## config.mk

```make
export PLATFORM = sky130hd
export DESIGN_NAME = reg_file_param
export DESIGN_NICKNAME = d
export VERILOG_FILES = /design/src/rtl/reg_file_param.sv
export SDC_FILE = /design/constraint.sdc
export NUM_CORES = 2
export LEC_CHECK = 0
export ABC_CLOCK_PERIOD_IN_PS = 2300
export BUFFER_PORTS_ARGS = -buffer_cell sky130_fd_sc_hd__buf_2
export CORE_MARGIN = 3
export CORE_UTILIZATION = 45
export CTS_BUF_LIST = sky130_fd_sc_hd__clkbuf_4 sky130_fd_sc_hd__clkbuf_8
export DETAILED_ROUTE_END_ITERATION = 12
export GPL_TIMING_DRIVEN = 0
export PLACE_DENSITY_LB_ADDON = 0.12
export SLEW_MARGIN = 15
export SYNTH_ARGS = -nofsm -noshare
export SYNTH_HDL_FRONTEND = slang
export SYNTH_SLANG_ARGS = --single-unit
```

## constraint.sdc

```tcl
create_clock -name clk -period 2.3 [get_ports clk]
set_input_delay 0.23 -clock clk [delete_from_list [all_inputs] [get_ports clk]]
set_output_delay 0.23 -clock clk [all_outputs]
set_load 0.02 [all_outputs]
```

## src/rtl/reg_file_param.sv

```systemverilog
// Parametrised register file: 2**ADDR_W x WIDTH, one write port and two registered read ports.
// All state changes on the falling clock edge; asynchronous active-low reset clears everything.
module reg_file_param #(
    parameter int WIDTH    = 32,
    parameter int ADDR_W   = 5,
    parameter bit ZERO_REG = 1'b1,
    parameter bit BYPASS   = 1'b1
) (
    input  logic              clk,
    input  logic              reset,
    input  logic              read,
    input  logic              write,
    input  logic [ADDR_W-1:0] addr_r1,
    input  logic [ADDR_W-1:0] addr_r2,
    input  logic [ADDR_W-1:0] addr_w,
    input  logic [WIDTH-1:0]  data_w,
    output logic [WIDTH-1:0]  data_r1,
    output logic [WIDTH-1:0]  data_r2
);

    localparam int DEPTH = 1 << ADDR_W;

    logic [WIDTH-1:0]  mem [DEPTH];
    logic [DEPTH-1:0]  we;
    logic [ADDR_W-1:0] addr_wr;
    logic [WIDTH-1:0]  rd1_next;
    logic [WIDTH-1:0]  rd2_next;

    // Internal alias keeps the write-address port distinct from the ADDR_W parameter.
    assign addr_wr = addr_w;

    // One enable per register, so an unknown write strobe can only reach the addressed entry.
    always_comb begin
        we = '0;
        for (int i = 0; i < DEPTH; i++) begin
            if (!(ZERO_REG && i == 0)) begin
                we[i] = write && (addr_wr == ADDR_W'(i));
            end
        end
    end

    always_comb begin
        rd1_next = mem[addr_r1];
        rd2_next = mem[addr_r2];
        if (BYPASS && write && addr_r1 == addr_wr) rd1_next = data_w;
        if (BYPASS && write && addr_r2 == addr_wr) rd2_next = data_w;
        if (ZERO_REG && addr_r1 == '0) rd1_next = '0;
        if (ZERO_REG && addr_r2 == '0) rd2_next = '0;
    end

    always_ff @(negedge clk or negedge reset) begin
        if (!reset) begin
            for (int i = 0; i < DEPTH; i++) begin
                mem[i] <= '0;
            end
        end else begin
            for (int i = 0; i < DEPTH; i++) begin
                if (we[i]) mem[i] <= data_w;
            end
        end
    end

    // Read registers hold their value while read is low, regardless of later writes.
    always_ff @(negedge clk or negedge reset) begin
        if (!reset) begin
            data_r1 <= '0;
            data_r2 <= '0;
        end else if (read) begin
            data_r1 <= rd1_next;
            data_r2 <= rd2_next;
        end
    end

endmodule
```

=== Word-level counts from Yosys, hierarchy flattened ===
Index checks and enable logic that the tools add are counted.

* Logic and storage cells: 115
* Output and inout bits: 64
* Input bits: 51
* Register bits after elaboration: 1056

* Reductions and logical operators: 35
* Multiplexer cells: 10
* Eq/ne operators: 33
* Bitwise logic cells: 2
* Magnitude comparators: 2

{| class="wikitable"
|+ Operator list
! operator !! count
|-
| $bmux W32 S5 || 2
|-
| $mux W32 || 8
|-
| $eq A5 B5 Y1 const B || 16
|-
| $eq A5 B4 Y1 const B || 8
|-
| $logic_and A1 B1 Y1 || 33
|-
| $eq A5 B3 Y1 const B || 4
|-
| $ge A6 B6 Y1 const B || 2
|-
| $not A5 Y6 || 2
|-
| $eq A5 B2 Y1 const B || 2
|-
| $eq A5 B5 Y1 || 2
|-
| $logic_not A5 Y1 || 2
|-
| $eq A5 B1 Y1 const B || 1
|}

=== Depth between registers and ports, before layout ===
* Depth after elaboration: 6
* Mapped depth: 10
* Depth with buffers taken out: 5

==> impl_metrics.ini <==
[logic_synthesis]
synthFlopType = dfrtn_1
synth.avg_cell_area_sq_um = 12.61
synth_top_family_by_area = multiplexers
async_reset_ff_share_pct = 100.0
syn-instance-count = 4344
synth_compound_area_share_pct = 10.07
yosysTopAreaCellShare_pct = 48.25
syn_area_sq_mm = 0.05477
yosysWarnings = 0
yosys_register_bits = 1056
syn-num-nets = 4395
ys_seq_area_share_pct = 48.25
synth-xor-area-share_pct = 0.1599
synth_cell_type_count = 52
muxShareOfSynthArea_pct = 32.13
ys_top_cells_by_area = dfrtn_1 48%, mux4_2 17%, mux2_2 12%
synth_edf_count = 0
yosys.area_share.simple_pct = 5.711
yosysTopAreaCell = dfrtn_1
synth-adder-area-share_pct = 0

[critical_path]
crit_chain = buf_6
critical_path_class = flop to output pin
critPathArrivalTime_ps = 2800
critPathBufInv = 1
path_max_fanout = 2
worstPathRequired_ps = 2070
path_delay_family = flip-flops
max_stage_delay_ps = 660
crit_path_top_delay_cell = dfrtn_1
crit_path_end_kind = output pin
start_kind = flop

[layout]
drive_gt1_share_pct = 46.54
design_area_sq_mm = 0.07174
syn2layout_area_growth_pct = 30.97
n_fill_cell = 9702
fin_nets = 4946

[min_path]
hold_class = input port to asynchronous set/reset pin

[drt]
dr_wl_met3_microns = 32790
drtAntennaViolNets = 0
met1_length_microns = 99220
drcViolationCount = 0
dr_total_vias = 45070
wl_per_cell_microns = 39.13
drtPass1Iterations = 6
wl_met2_microns = 108400
first_iter_violations = 5770
drt_wl_total_microns = 260600
top_layer = met5
viasPerCell = 6.767

[floorplanning]
rows = 127
ios = 115
die_h_microns = 354.9
dieArea_sq_mm = 0.1259
die_w_microns = 354.9
core-area_sq_mm = 0.1203
initial_core_util_pct = 45.53

[clock_tree]
cts_buffer_depth = 3
htree_levels = 4
path_clk_slew_ps = 50
cts_made_buffers = 186
clock-root-buffer = clkbuf_8
holdBufCountCts = 0
clock-sinks = 1056
cts_tree = done
clock_latency_ps = 800

[timing]
drv_slew = 0
setup_slack_ps = -730.9
skew_ps = 29.56
tns_ps = -76260
setup_violations = 458
hold_viol = 0
worstMarginPinSlew_ps = 1264
rsz0062_at_grt = true
max_slew_margin_pct = 15.73

[outcome]
violations = negative setup slack
status = complete, but fails checks

[global_route]
grt.total_usage_pct = 40.37
grt_pass1_wl_microns = 351700
antenna_found_initial = 12
grt-ovfl-total = 0
first_global_vias = 44230
grt_max_degree = 133

[job]
maxCapViolCount = 0

[power]
vdd_ir_drop_max_uv = 695.0
p_total_w = 0.05972
p_per_area_mw_per_mm2 = 832.5
power_leakage_nw = 31.44

[placement]
dpl_worst_slack_ps = -2664
dpl_cell_area_sq_mm = 0.05957
gp_congestion = 1.007
numPortBuffers = 103
hpwl_microns = 181700
## kinds of logic after synthesis
| family | count (synthesis) |
|---|---|
| xor+xnor | 10 |
| compound gates | 891 |
| mux | 1155 |
| simple gates | 761 |
| buf+inv | 471 |
| flops | 1056 |
## routing by layer
layer  global-route usage (%)  up-vias
li1                         -    17470
met1                    53.48    23630
met2                    56.80     3131
met3                    13.94      827
met4                    25.25       12
met5                        0        -
## worst paths after layout
check | startpoint | to | slack (ps) | cells after the start
worst min register to register | mem[362] | mem[362] | 450 | 2
min in group clk | mem[362] | mem[362] | 450 | 2
max in group asynchronous | reset | mem[379] | 150 | 6
worst min-delay path | reset | mem[580] | 330 | 1
worst max register to register | mem[794] | data_r2[26] | 360 | 4
worst max-delay path | data_r1[19] | data_r1[19] | -730 | 1
## layout make-up
class	instances	area, sq um	share of cell area [%]
clock inverter	36	332.8	0.4640
timing repair buffer	374	4979	6.940
tap	1612	2017	2.812
antenna	7	17.52	0.02442
clock buffer	298	3739	5.212
sequential	1056	26430	36.84
multi-input combinational	2818	29570	41.22
buffer	425	4529	6.314
inverter	34	127.6	0.1779
## layout by cell type, fill, tap and decap left out, types with 16 or more instances in the layout
master,count
buf_16,50
o22ai_1,52
nand2_1,574
buf_12,99
buf_8,50
a21oi_1,27
o221ai_2,16
buf_6,134
inv_1,33
nor2b_1,42
o21ai_0,500
a22oi_1,32
a22o_1,21
clkbuf_16,33
mux2_4,355
clkbuf_4,102
clkbuf_8,274
a22oi_2,26
mux2i_1,83
buf_2,54
clkbuf_2,65
clkinv_2,17
nor2_1,28
a2bb2oi_1,24
dfrtn_1,1056
mux4_2,419
clkbuf_1,86
buf_4,140
mux2_2,266
## per-stage QoR
| step | std cells | hold WS (ps) | util [%] |
|---|---|---|---|
| after detailed placement | 6074 | 435.9 | 49.53 |
| after CTS | 6553 | 334.1 | 57.75 |
| after global routing | 6654 | 322.9 | 59.62 |
| final | 6660 | 325.1 | 59.64 |
| after floorplan | 4344 | 420.9 | - |
| after global placement | 6059 | 432.8 | 49.21 |
## cell usage after synthesis, types with 25 or more instances
cell / count
mux2_2: 573
a21oi_1: 28
mux2_1: 63
o22ai_1: 55
buf_2: 93
inv_1: 33
nand2_1: 596
mux4_2: 419
a22oi_1: 58
o21ai_0: 507
clkbuf_1: 297
nor3_1: 25
nor2_1: 44
mux2i_1: 100
dfrtn_1: 1056
nor2b_1: 46
a2bb2oi_1: 34
## power breakdown
| part | switching [W] | internal, W | total, W |
|---|---|---|---|
| logic | 0.00688 | 0.00781 | 0.0147 |
| clock network | 0.00873 | 0.0107 | 0.0195 |
| registers | 0.00309 | 0.0225 | 0.0256 |
## timing repair
item | 4_1_cts | 5_1_grt
resized for setup | 1018 | 394
setup buffers | 122 | 87
pin swaps | 101 | 91
gates cloned | 29 | 25
endpoints found under the setup margin | 1641 | 1133
## flip-flops by register name, indices dropped and copies added, names as in the netlist
signal	cells
data_r1	32
data_r2	32
mem	992
Note: power is estimated with default switching activity, not from simulation.
